===== src/rtl/regfile_wb_arbiter_if.sv =====
// ---------------------------------------------------------------------------
// regfile_wb_arbiter_if
//   Bundles the writeback request bus, the register-file write port and the
//   pending-write scoreboard port of regfile_wb_arbiter.
//
//   master modport : requesters + issue stage (drive valid/addr/data, sb_set)
//   slave  modport : the arbiter (drives req_ready, rf_*, sb_busy)
//
//   Signals
//     hold       1         freeze: no grants this cycle
//     req_valid  NREQ      requester i has a write pending
//     req_addr   NREQ*AW   destination register of requester i (slice i)
//     req_data   NREQ*DW   write data of requester i (slice i)
//     req_ready  NREQ      one-hot grant
//     rf_we      1         register file we3
//     rf_a3      AW        register file a3
//     rf_wd3     DW        register file wd3
//     sb_set     1         issue stage allocates destination sb_addr
//     sb_addr    AW        register being allocated
//     sb_busy    32        bit r = 1: write to xr outstanding
// ---------------------------------------------------------------------------
interface regfile_wb_arbiter_if #(
    parameter int NREQ = 3,
    parameter int AW   = 5,
    parameter int DW   = 32
);
    logic                 hold;
    logic [NREQ-1:0]      req_valid;
    logic [NREQ*AW-1:0]   req_addr;
    logic [NREQ*DW-1:0]   req_data;
    logic [NREQ-1:0]      req_ready;
    logic                 rf_we;
    logic [AW-1:0]        rf_a3;
    logic [DW-1:0]        rf_wd3;
    logic                 sb_set;
    logic [AW-1:0]        sb_addr;
    logic [31:0]          sb_busy;

    modport master (
        output hold, req_valid, req_addr, req_data, sb_set, sb_addr,
        input  req_ready, rf_we, rf_a3, rf_wd3, sb_busy
    );

    modport slave (
        input  hold, req_valid, req_addr, req_data, sb_set, sb_addr,
        output req_ready, rf_we, rf_a3, rf_wd3, sb_busy
    );
endinterface


===== src/rtl/regfile_wb_arbiter.sv =====
// ---------------------------------------------------------------------------
// regfile_wb_arbiter
//   Shares the single register-file write port between NREQ writeback
//   requesters (0=ALU, 1=LSU, 2=CSR/debug). Grants are combinational
//   valid/ready, the winning write is registered one stage ahead of the
//   register file, and a 32-entry scoreboard tracks outstanding writes for
//   RAW stall detection in the issue stage.
//
//   Ports
//     clock   in  rising-edge clock
//     reset   in  asynchronous, active-high
//     bus     regfile_wb_arbiter_if.slave (request bus, rf write port,
//             scoreboard set/busy)
//
//   Configuration macro
//     REGFILE_ARB_FIXED_PRIO_EN : fixed priority, lowest index wins, no
//                                 round-robin pointer. Undefined (default):
//                                 round-robin starting at requester 0.
// ---------------------------------------------------------------------------
module regfile_wb_arbiter #(
    parameter int NREQ = 3,
    parameter int AW   = 5,
    parameter int DW   = 32
) (
    input  logic               clock,
    input  logic               reset,
    regfile_wb_arbiter_if.slave bus
);

    localparam int PW = (NREQ > 1) ? $clog2(NREQ) : 1;

    // Unpacked views of the flattened request slices.
    logic [AW-1:0] addr_arr [NREQ];
    logic [DW-1:0] data_arr [NREQ];

    generate
        for (genvar gi = 0; gi < NREQ; gi++) begin : g_unpack
            assign addr_arr[gi] = bus.req_addr[gi*AW +: AW];
            assign data_arr[gi] = bus.req_data[gi*DW +: DW];
        end
    endgenerate

    logic          grant_vld;   // a transfer happens this cycle
    logic [PW-1:0] grant_idx;

`ifdef REGFILE_ARB_FIXED_PRIO_EN
    // Scan from the top down so the lowest valid index is the last write.
    always_comb begin
        grant_vld = 1'b0;
        grant_idx = '0;
        for (int i = NREQ - 1; i >= 0; i--) begin
            if (bus.req_valid[i]) begin
                grant_vld = 1'b1;
                grant_idx = PW'(i);
            end
        end
        if (bus.hold) begin
            grant_vld = 1'b0;
        end
    end
`else
    logic [PW-1:0] rr_q;
    logic [PW-1:0] rr_d;

    // Search rr_q+1 .. rr_q+NREQ; walking the offsets downward lets the
    // nearest valid requester overwrite any farther one.
    always_comb begin
        grant_vld = 1'b0;
        grant_idx = '0;
        for (int k = NREQ; k >= 1; k--) begin
            if (bus.req_valid[(int'(rr_q) + k) % NREQ]) begin
                grant_vld = 1'b1;
                grant_idx = PW'((int'(rr_q) + k) % NREQ);
            end
        end
        if (bus.hold) begin
            grant_vld = 1'b0;
        end
    end

    // The pointer only moves on an actual transfer, so hold freezes it.
    assign rr_d = grant_vld ? grant_idx : rr_q;

    always_ff @(posedge clock or posedge reset) begin
        if (reset) begin
            rr_q <= PW'(NREQ - 1);
        end else begin
            rr_q <= rr_d;
        end
    end
`endif

    // Grant does not look at ready, so it is one-hot or zero by construction.
    always_comb begin
        bus.req_ready = '0;
        if (grant_vld) begin
            bus.req_ready[grant_idx] = 1'b1;
        end
    end

    logic [AW-1:0] win_addr;
    logic [DW-1:0] win_data;
    logic          rf_we_d;

    assign win_addr = addr_arr[grant_idx];
    assign win_data = data_arr[grant_idx];
    // Writes to x0 are accepted but never reach the register file.
    assign rf_we_d  = grant_vld && (win_addr != '0);

    logic          rf_we_q;
    logic [AW-1:0] rf_a3_q;
    logic [DW-1:0] rf_wd3_q;

    always_ff @(posedge clock or posedge reset) begin
        if (reset) begin
            rf_we_q  <= 1'b0;
            rf_a3_q  <= '0;
            rf_wd3_q <= '0;
        end else begin
            rf_we_q <= rf_we_d;
            if (grant_vld) begin
                rf_a3_q  <= win_addr;
                rf_wd3_q <= win_data;
            end
        end
    end

    assign bus.rf_we  = rf_we_q;
    assign bus.rf_a3  = rf_a3_q;
    assign bus.rf_wd3 = rf_wd3_q;

    // Scoreboard: the edge that registers rf_we=1 for xr clears busy[r];
    // a same-edge allocation of xr belongs to a newer producer and wins.
    logic [31:0] sb_busy_q;
    logic [31:0] sb_busy_d;

    assign sb_busy_d[0] = 1'b0;

    generate
        for (genvar gi = 1; gi < 32; gi++) begin : g_sb
            logic set_hit;
            logic clr_hit;
            assign set_hit = bus.sb_set && (32'(bus.sb_addr) == gi);
            assign clr_hit = rf_we_d && (32'(win_addr) == gi);
            assign sb_busy_d[gi] = set_hit | (sb_busy_q[gi] & ~clr_hit);
        end
    endgenerate

    always_ff @(posedge clock or posedge reset) begin
        if (reset) begin
            sb_busy_q <= '0;
        end else begin
            sb_busy_q <= sb_busy_d;
        end
    end

    assign bus.sb_busy = sb_busy_q;

endmodule


===== src/flat_wrapper.sv =====
// flat-port wrapper written by rule: the top's interface ports become plain ports
module regfile_wb_arbiter_flat 
#(
    parameter int NREQ = 3,
    parameter int AW   = 5,
    parameter int DW   = 32
)
  (clock, reset, bus_hold, bus_req_valid, bus_req_addr, bus_req_data, bus_sb_set, bus_sb_addr, bus_req_ready, bus_rf_we, bus_rf_a3, bus_rf_wd3, bus_sb_busy);
  regfile_wb_arbiter_if #(.NREQ(NREQ), .AW(AW), .DW(DW)) bus_i ();
  input  logic clock;
  input  logic reset;
  input wire logic [$bits(bus_i.hold)-1:0] bus_hold;
  input wire logic [$bits(bus_i.req_valid)-1:0] bus_req_valid;
  input wire logic [$bits(bus_i.req_addr)-1:0] bus_req_addr;
  input wire logic [$bits(bus_i.req_data)-1:0] bus_req_data;
  input wire logic [$bits(bus_i.sb_set)-1:0] bus_sb_set;
  input wire logic [$bits(bus_i.sb_addr)-1:0] bus_sb_addr;
  output wire logic [$bits(bus_i.req_ready)-1:0] bus_req_ready;
  output wire logic [$bits(bus_i.rf_we)-1:0] bus_rf_we;
  output wire logic [$bits(bus_i.rf_a3)-1:0] bus_rf_a3;
  output wire logic [$bits(bus_i.rf_wd3)-1:0] bus_rf_wd3;
  output wire logic [$bits(bus_i.sb_busy)-1:0] bus_sb_busy;
  assign bus_i.hold = bus_hold;
  assign bus_i.req_valid = bus_req_valid;
  assign bus_i.req_addr = bus_req_addr;
  assign bus_i.req_data = bus_req_data;
  assign bus_i.sb_set = bus_sb_set;
  assign bus_i.sb_addr = bus_sb_addr;
  assign bus_req_ready = bus_i.req_ready;
  assign bus_rf_we = bus_i.rf_we;
  assign bus_rf_a3 = bus_i.rf_a3;
  assign bus_rf_wd3 = bus_i.rf_wd3;
  assign bus_sb_busy = bus_i.sb_busy;
  regfile_wb_arbiter #(.NREQ(NREQ), .AW(AW), .DW(DW)) u_core (.clock(clock), .reset(reset), .bus(bus_i));
endmodule

===== config.mk =====
export PLATFORM = sky130hd
export DESIGN_NAME = regfile_wb_arbiter_flat
export DESIGN_NICKNAME = d
export VERILOG_FILES = /design/src/rtl/regfile_wb_arbiter_if.sv /design/src/rtl/regfile_wb_arbiter.sv /design/src/flat_wrapper.sv
export SDC_FILE = /design/constraint.sdc
export NUM_CORES = 1
export LEC_CHECK = 0
export ABC_AREA = 1
export ABC_CLOCK_PERIOD_IN_PS = 2600
export CELL_PAD_IN_SITES_DETAIL_PLACEMENT = 0
export CELL_PAD_IN_SITES_GLOBAL_PLACEMENT = 1
export CORE_AREA = 2 2 88 174
export DETAILED_ROUTE_END_ITERATION = 7
export DIE_AREA = 0 0 90 176
export PLACE_DENSITY = 0.88
export SYNTH_ARGS = -nofsm -noshare
export SYNTH_HDL_FRONTEND = slang
export SYNTH_SLANG_ARGS = --single-unit

===== constraint.sdc =====
create_clock -name clock -period 2.6 [get_ports clock]
set_input_delay 0.39 -clock clock [delete_from_list [all_inputs] [get_ports clock]]
set_output_delay 0.39 -clock clock [all_outputs]
set_load 0.005 [all_outputs]

After elaboration in Yosys (flattened, before gate mapping) --
Cells that the tools add are included.
Storage, ports and cells: bits in registers 71, input port bits 123, output and inout bits 73, logic and storage cells 263
Operators by class: add/subtract/negate cells 3, divide/modulo/power cells 3, order comparisons 6, equality and inequality tests 62, multiplexer cells 25, bitwise logic cells 94, reduce and logical (&&, ||, !) cells 65
Operators with widths (number):
- equality test 5 bit, second input constant | 32
- less-than comparator 32 x 4 -> 1 bit, second input constant | 3
- remainder unit 32 x 3 -> 32 bit, second input constant | 3
- equality test 5 x 4 -> 1 bit, second input constant | 16
- binary-select mux 32 bit (select 2 bit) | 1
- logical AND 1 bit | 64
- 2-to-1 mux 32 bit | 2
- equality test 5 x 3 -> 1 bit, second input constant | 8
- bitwise AND 1 bit | 31
- inverter 1 bit | 31
- bitwise OR 1 bit | 31
- equality test 5 x 2 -> 1 bit, second input constant | 4
- 2-to-1 mux 1 bit | 11
- binary-select mux 5 bit (select 2 bit) | 1
- equality test 5 x 1 -> 1 bit, second input constant | 2
- 2-to-1 mux 5 bit | 2
- adder 2 x 2 -> 3 bit, second input constant | 2
- binary-select mux 1 bit (select 2 bit) | 3
- 2-to-1 mux 2 bit | 3
- nonzero test 5 bit | 1
- adder 2 x 1 -> 3 bit, second input constant | 1
- >= comparator 3 bit, second input constant | 1
- less-than comparator 2 x 3 -> 1 bit, second input constant | 1
- 2-to-1 mux 3 bit | 1
- 3 further kinds | 3

Logic depth before layout (Yosys ltp) --
depth in word-level cells 18, mapped depth 19, depth with buffers taken out 18

Worst setup path before layout --
Ideal clock, no wire load.
path kind register -> output, start point register u_core.rr_q[1], end point output port bus_req_ready[0], arrival 1.968 ns, data required time 2.210 ns, slack 0.242 ns, cell stages (with the launch flop) 13, path buffers 2, path through dfstp_2 -> ha_1 -> inv_2 -> nand2_1 -> nand2_1 -> nand2_4 -> nand4_1 -> nand2_1 -> buf_2 -> nor2_1 -> clkbuf_2 -> inv_1 -> nor2_1
Between the ends: longest elaborated chain between the ends 13, elaborated cells on any way between the ends 28, those cells by class add/sub: 3; div: 3; order compare: 2; mux: 19; reduce/logical: 1
RTL lines:
- from (decl) | line regfile_wb_arbiter.sv:62 | logic [PW-1:0] rr_q;
- from (signal assigned) | line regfile_wb_arbiter.sv:86 | rr_q <= PW'(NREQ - 1);
- from (signal assigned) | line regfile_wb_arbiter.sv:88 | rr_q <= rr_d;
- adder 2 x 2 -> 3 bit | line regfile_wb_arbiter.sv:71, regfile_wb_arbiter.sv:73
- remainder unit 32 x 3 -> 32 bit | line regfile_wb_arbiter.sv:71, regfile_wb_arbiter.sv:73
- binary-select mux 1 bit (select 2 bit) | line regfile_wb_arbiter.sv:71 | if (bus.req_valid[(int'(rr_q) + k) % NREQ]) begin
- 2-to-1 mux 1 bit (implied by the code) (2 in a row) | line regfile_wb_arbiter.sv:71
- 2-to-1 mux 2 bit (3 in a row) | line regfile_wb_arbiter.sv:71
- less-than comparator 2 x 3 -> 1 bit (implied by the code) / >= comparator 2 x 1 -> 1 bit (equally long branches) | line regfile_wb_arbiter.sv:97 | bus.req_ready[grant_idx] = 1'b1;
- logical AND 1 bit (implied by the code) | line regfile_wb_arbiter.sv:97
- 2-to-1 mux 1 bit (implied by the code) | line regfile_wb_arbiter.sv:97
- demux 1 bit (select 2 bit)
- 2-to-1 mux 3 bit (*) | line regfile_wb_arbiter.sv:96 | if (grant_vld) begin
- to (decl) | line flat_wrapper.sv:18 | output wire logic [$bits(bus_i.req_ready)-1:0] bus_req_ready;
Mark *: on every way between the ends. The rest lies on a longest branch, timed or not. The select of a mux whose other input is x is not followed.

Worst setup path in the final report --
Ends and elaborated chain as after synthesis.

==> parameters.txt <==
Parameter                              Value

Status
  Result of the run    complete, no violations

Routing
  Post-DR wirelength/cell    17.0 µm
  Vias/cell    4.85
  Number of nets with antenna violations after detailed routing    0
  Routed Wire Length    16400 µm
  DRC Markers    0
  Count of vias placed by the detailed router    4672
  Drt first pass iters    5
  Initial detailed-routing violation count    213

Worst hold path
  Path class of the lowest-slack min-delay path    input pin to async pin

Setup path
  Family with the most delay on the worst path    simple AND/OR/NAND/NOR gates
  Cell seen most often among critical-path stages    sky130_fd_sc_hd__nand2_8
  Buffers and inverters on the worst path    4
  Setup crit start kind    register
  Slowest cell on the critical path    sky130_fd_sc_hd__dfstp_2
  CP arrival    2.19 ns
  Max Fanout on Critical Path    3
  Worst setup path category    register to output pin
  Worst endpoint required time    2.21 ns
  Kind of capture point of the worst setup path    output pin
  Largest stage delay on the critical path    0.60 ns
  CP Cell Sequence    inv_4 > ha_2 > nor2_1 > nand2_1 > nand2_2 > nand3_4 > nand2_8 > nand2_8 > buf_12 > inv_1 > nor2_4 > buf_6

Clock tree
  Inserted Clock Buffers    9
  Cell at the root of the clock tree    sky130_fd_sc_hd__clkbuf_16
  Maximum buffer depth of the clock tree    2
  Clock latency on the worst-skew pair    0.34 ns
  TritonCTS clock tree    done
  H-tree levels    3
  Clock-pin slew on the worst setup and hold paths    0.06 ns
  Clk sinks    71
  Count of hold-fix buffers inserted at cts    0

STA
  Setup violation total in the final timing report    0
  Period minus WS final    2.58 ns
  Setup total negative slack    0 ns
  Final setup skew    0.00448 ns
  Final slew viol count    0
  Unrepaired setup endpoints after global routing    yes
  Achievable frequency    387 MHz
  Final hold violation count    0
  Max-slew headroom    66.6%
  Final worst slack    0.0187 ns
  WHS    0.461 ns
  Final Cycle Share    99.3%
  Slew at the pin with the worst max-slew slack    0.499 ns

Placed design
  Placed Cells    934
  Count of buffers inserted at the top-level ports    194
  Routability cong.    0.856
  Post-Place Setup Slack    -0.115 ns
  Final HPWL from detailed placement    11700 µm
  Area post-placement    6500 µm²

Cells and area
  Layout cell share with drive strength beyond 1    19.6%
  Cell area after layout    7230 µm²
  Nets@finish    894
  Antenna diode count    0
  Filler Cell Count    1417
  Area occupied by registers    1780 µm²
  Synth-to-layout area growth    75.1%
  Final instance count without filler cells    964
  Footprint of the multi-input gates    2300 µm²
  Core occupancy in the finished layout    50.1%

Synth
  Mapped Avg Cell Area    7.67 µm²
  Cell count after synthesis    538
  Area leader, netlist    sky130_fd_sc_hd__dfrtp_1
  Seq/Total Area, Yosys    43.1%
  Primary FF master, synth    sky130_fd_sc_hd__dfrtp_1
  Area share of xor/xnor cells in the synthesized design    0%
  Net count after synthesis    665
  Count of flip-flops with a built-in enable after synthesis    0
  Synth unique cells    33
  Async SR Flop Fraction    100%
  Largest cells by area after synthesis    sky130_fd_sc_hd__dfrtp_1 (42%), sky130_fd_sc_hd__nand2_1 (11%), sky130_fd_sc_hd__o21ai_0 (7.0%)
  Library cell with the highest instance count after synthesis    sky130_fd_sc_hd__nand2_1
  Count of yosys warnings during synthesis    0
  Post-synthesis sequential element count    71
  Main combinational cell family by area after synthesis    simple AND/OR/NAND/NOR gates
  Area fraction in compound gates after synthesis    18.0%
  Synth Area in Adders    1.21%
  Most used standard cells in the synthesized netlist    sky130_fd_sc_hd__nand2_1 (123), sky130_fd_sc_hd__dfrtp_1 (70), sky130_fd_sc_hd__nor2_1 (62)
  Multiplexer area fraction after synthesis    0%
  Simple-gate area share of the yosys netlist    30.3%
  Mapped Area    4130 µm²
  Yosys top cell area share    42.4%

Global routing
  Wire length of the first global-routing pass    24800 µm
  GR Util All Layers    19.9%
  Via count of the first global-routing pass    4636
  Antenna violations before repair    0
  Total gr overflow    0
  Largest net degree at the start of global routing    72

Floorplanning
  DIE AREA    15800 µm²
  Horiz. Die Dim    90 µm
  Top-Level Pins    196
  Starting density of the core    28.6%
  Vertical die dimension    176 µm
  Row count    62
  Core region area    14400 µm²

Pwr
  Internal Dissipation    6.65 mW
  Power, Total    12.4 mW
  Leakage power figure    3.08 nW
  Part of the total power dissipated in combinational logic    74.1%
  IR Drop Worst-Case VDD    741 µV
  P_sw    5.79 mW
  Portion of total power attributed to the clock network    9.7%
  Switching share of total power    46.6%
  Sequential Power Share    16.2%
  Power density cells    1720 nW/µm²

Run
  Count of maximum capacitance violations    0
## placed cells by master, fill, tap and decap left out, types with 2 or more instances in the layout
cell | synthesis | routed
sky130_fd_sc_hd__clkdlybuf4s50_1 | 0 | 191
sky130_fd_sc_hd__nand2_1 | 123 | 110
sky130_fd_sc_hd__dfrtp_1 | 70 | 70
sky130_fd_sc_hd__nor2_1 | 62 | 58
sky130_fd_sc_hd__o21ai_0 | 58 | 52
sky130_fd_sc_hd__nand3_1 | 48 | 38
sky130_fd_sc_hd__buf_4 | 1 | 34
sky130_fd_sc_hd__o21ai_1 | 29 | 30
sky130_fd_sc_hd__inv_1 | 31 | 26
sky130_fd_sc_hd__a22oi_1 | 22 | 22
sky130_fd_sc_hd__nand2_2 | 11 | 17
sky130_fd_sc_hd__nand3_2 | 7 | 13
sky130_fd_sc_hd__nand2_4 | 6 | 12
sky130_fd_sc_hd__buf_6 | 3 | 11
sky130_fd_sc_hd__nor2_4 | 7 | 10
sky130_fd_sc_hd__o211ai_1 | 10 | 10
sky130_fd_sc_hd__clkbuf_16 | 0 | 10
sky130_fd_sc_hd__inv_2 | 5 | 7
sky130_fd_sc_hd__o21ai_2 | 2 | 7
sky130_fd_sc_hd__buf_12 | 1 | 7
sky130_fd_sc_hd__nand3_4 | 0 | 4
sky130_fd_sc_hd__a31oi_1 | 4 | 4
sky130_fd_sc_hd__inv_4 | 0 | 3
sky130_fd_sc_hd__nand2_8 | 1 | 3
sky130_fd_sc_hd__clkbuf_1 | 16 | 3
sky130_fd_sc_hd__a21oi_1 | 2 | 2
sky130_fd_sc_hd__nor2_2 | 1 | 2
sky130_fd_sc_hd__ha_4 | 0 | 2
sky130_fd_sc_hd__clkinv_2 | 1 | 2
## worst reg2reg max path: stages (launching register included)
cell	delay (ns)
sky130_fd_sc_hd__dfstp_2	0.60
sky130_fd_sc_hd__ha_4	0.25
sky130_fd_sc_hd__buf_6	0.13
sky130_fd_sc_hd__nand2_4	0.07
sky130_fd_sc_hd__nand2_4	0.07
sky130_fd_sc_hd__a21o_1	0.16
sky130_fd_sc_hd__nand2_1	0.07
sky130_fd_sc_hd__nand2_2	0.08
sky130_fd_sc_hd__buf_6	0.16
sky130_fd_sc_hd__nand3_4	0.09
sky130_fd_sc_hd__nand2_4	0.06
sky130_fd_sc_hd__buf_6	0.11
sky130_fd_sc_hd__nor2_4	0.23
sky130_fd_sc_hd__buf_6	0.14
sky130_fd_sc_hd__nand2_2	0.03
sky130_fd_sc_hd__o21ai_1	0.12
sky130_fd_sc_hd__nand2_1	0.06
## path summary, 6_finish.rpt
path | end | slack [ns] | cells after the start | start
worst max-delay path | bus_req_ready[0] | 0.02 | 12 | u_core.rr_q[1]
worst min-delay path | u_core.bus.rf_wd3[4] | 0.46 | 3 | reset
worst max register to register | u_core.bus.sb_busy[17] | 0.07 | 16 | u_core.rr_q[1]
worst min register to register | u_core.bus.sb_busy[28] | 0.48 | 2 | u_core.bus.sb_busy[28]
max in group asynchronous | u_core.rr_q[1] | 1.80 | 3 | reset
min in group clock | u_core.bus.sb_busy[28] | 0.48 | 2 | u_core.bus.sb_busy[28]
## cell families (layout without fill, tap and decap cells)
group | after synthesis | after routing
simple gates | 267 | 268
compound gates | 129 | 129
flops | 71 | 71
buf+inv | 66 | 299
fa+ha+maj | 4 | 4
other cells | 1 | 1
## power by group through the flow
| stage | logic (mW) | clock network [mW] | registers [mW] |
|---|---|---|---|
| final | 9.22 | 1.21 | 2.01 |
| after global routing | 9.99 | 1.29 | 2.08 |
| after CTS | 7.79 | 1.24 | 1.99 |
| after detailed placement | 7.69 | 0 | 2.01 |
| after global placement | 7.70 | 0 | 1.99 |
| after floorplan | 4.20 | 0 | 2.01 |
## state kept, by name (all words and copies together) (netlist names)
name,cells
u_core.bus.rf_we,1
u_core.bus.sb_busy,31
u_core.bus.rf_wd3,32
u_core.bus.rf_a3,5
u_core.rr_q,2
## final cells by class
cell class | instances | share of cell area, %
inverter | 37 | 2.09
tap | 192 | 3.32
sequential | 71 | 24.6
timing repair buffer | 246 | 34.3
clock buffer | 12 | 3.27
multi-input combinational | 402 | 31.8
clock inverter | 4 | 0.658
## what timing repair did
item	CTS	global route
cloned	0	3
gates resized for setup	20	75
endpoints found under the setup margin	25	35
buffers inserted	1	10
pin swaps	2	39
## per-layer routing
layer	track usage, %	wire [µm]
met5	0	0
met4	8.53	521
met3	3.80	834
met2	36.1	8910
met1	22.7	6160
No activity file was read; power rests on OpenSTA's default activity.
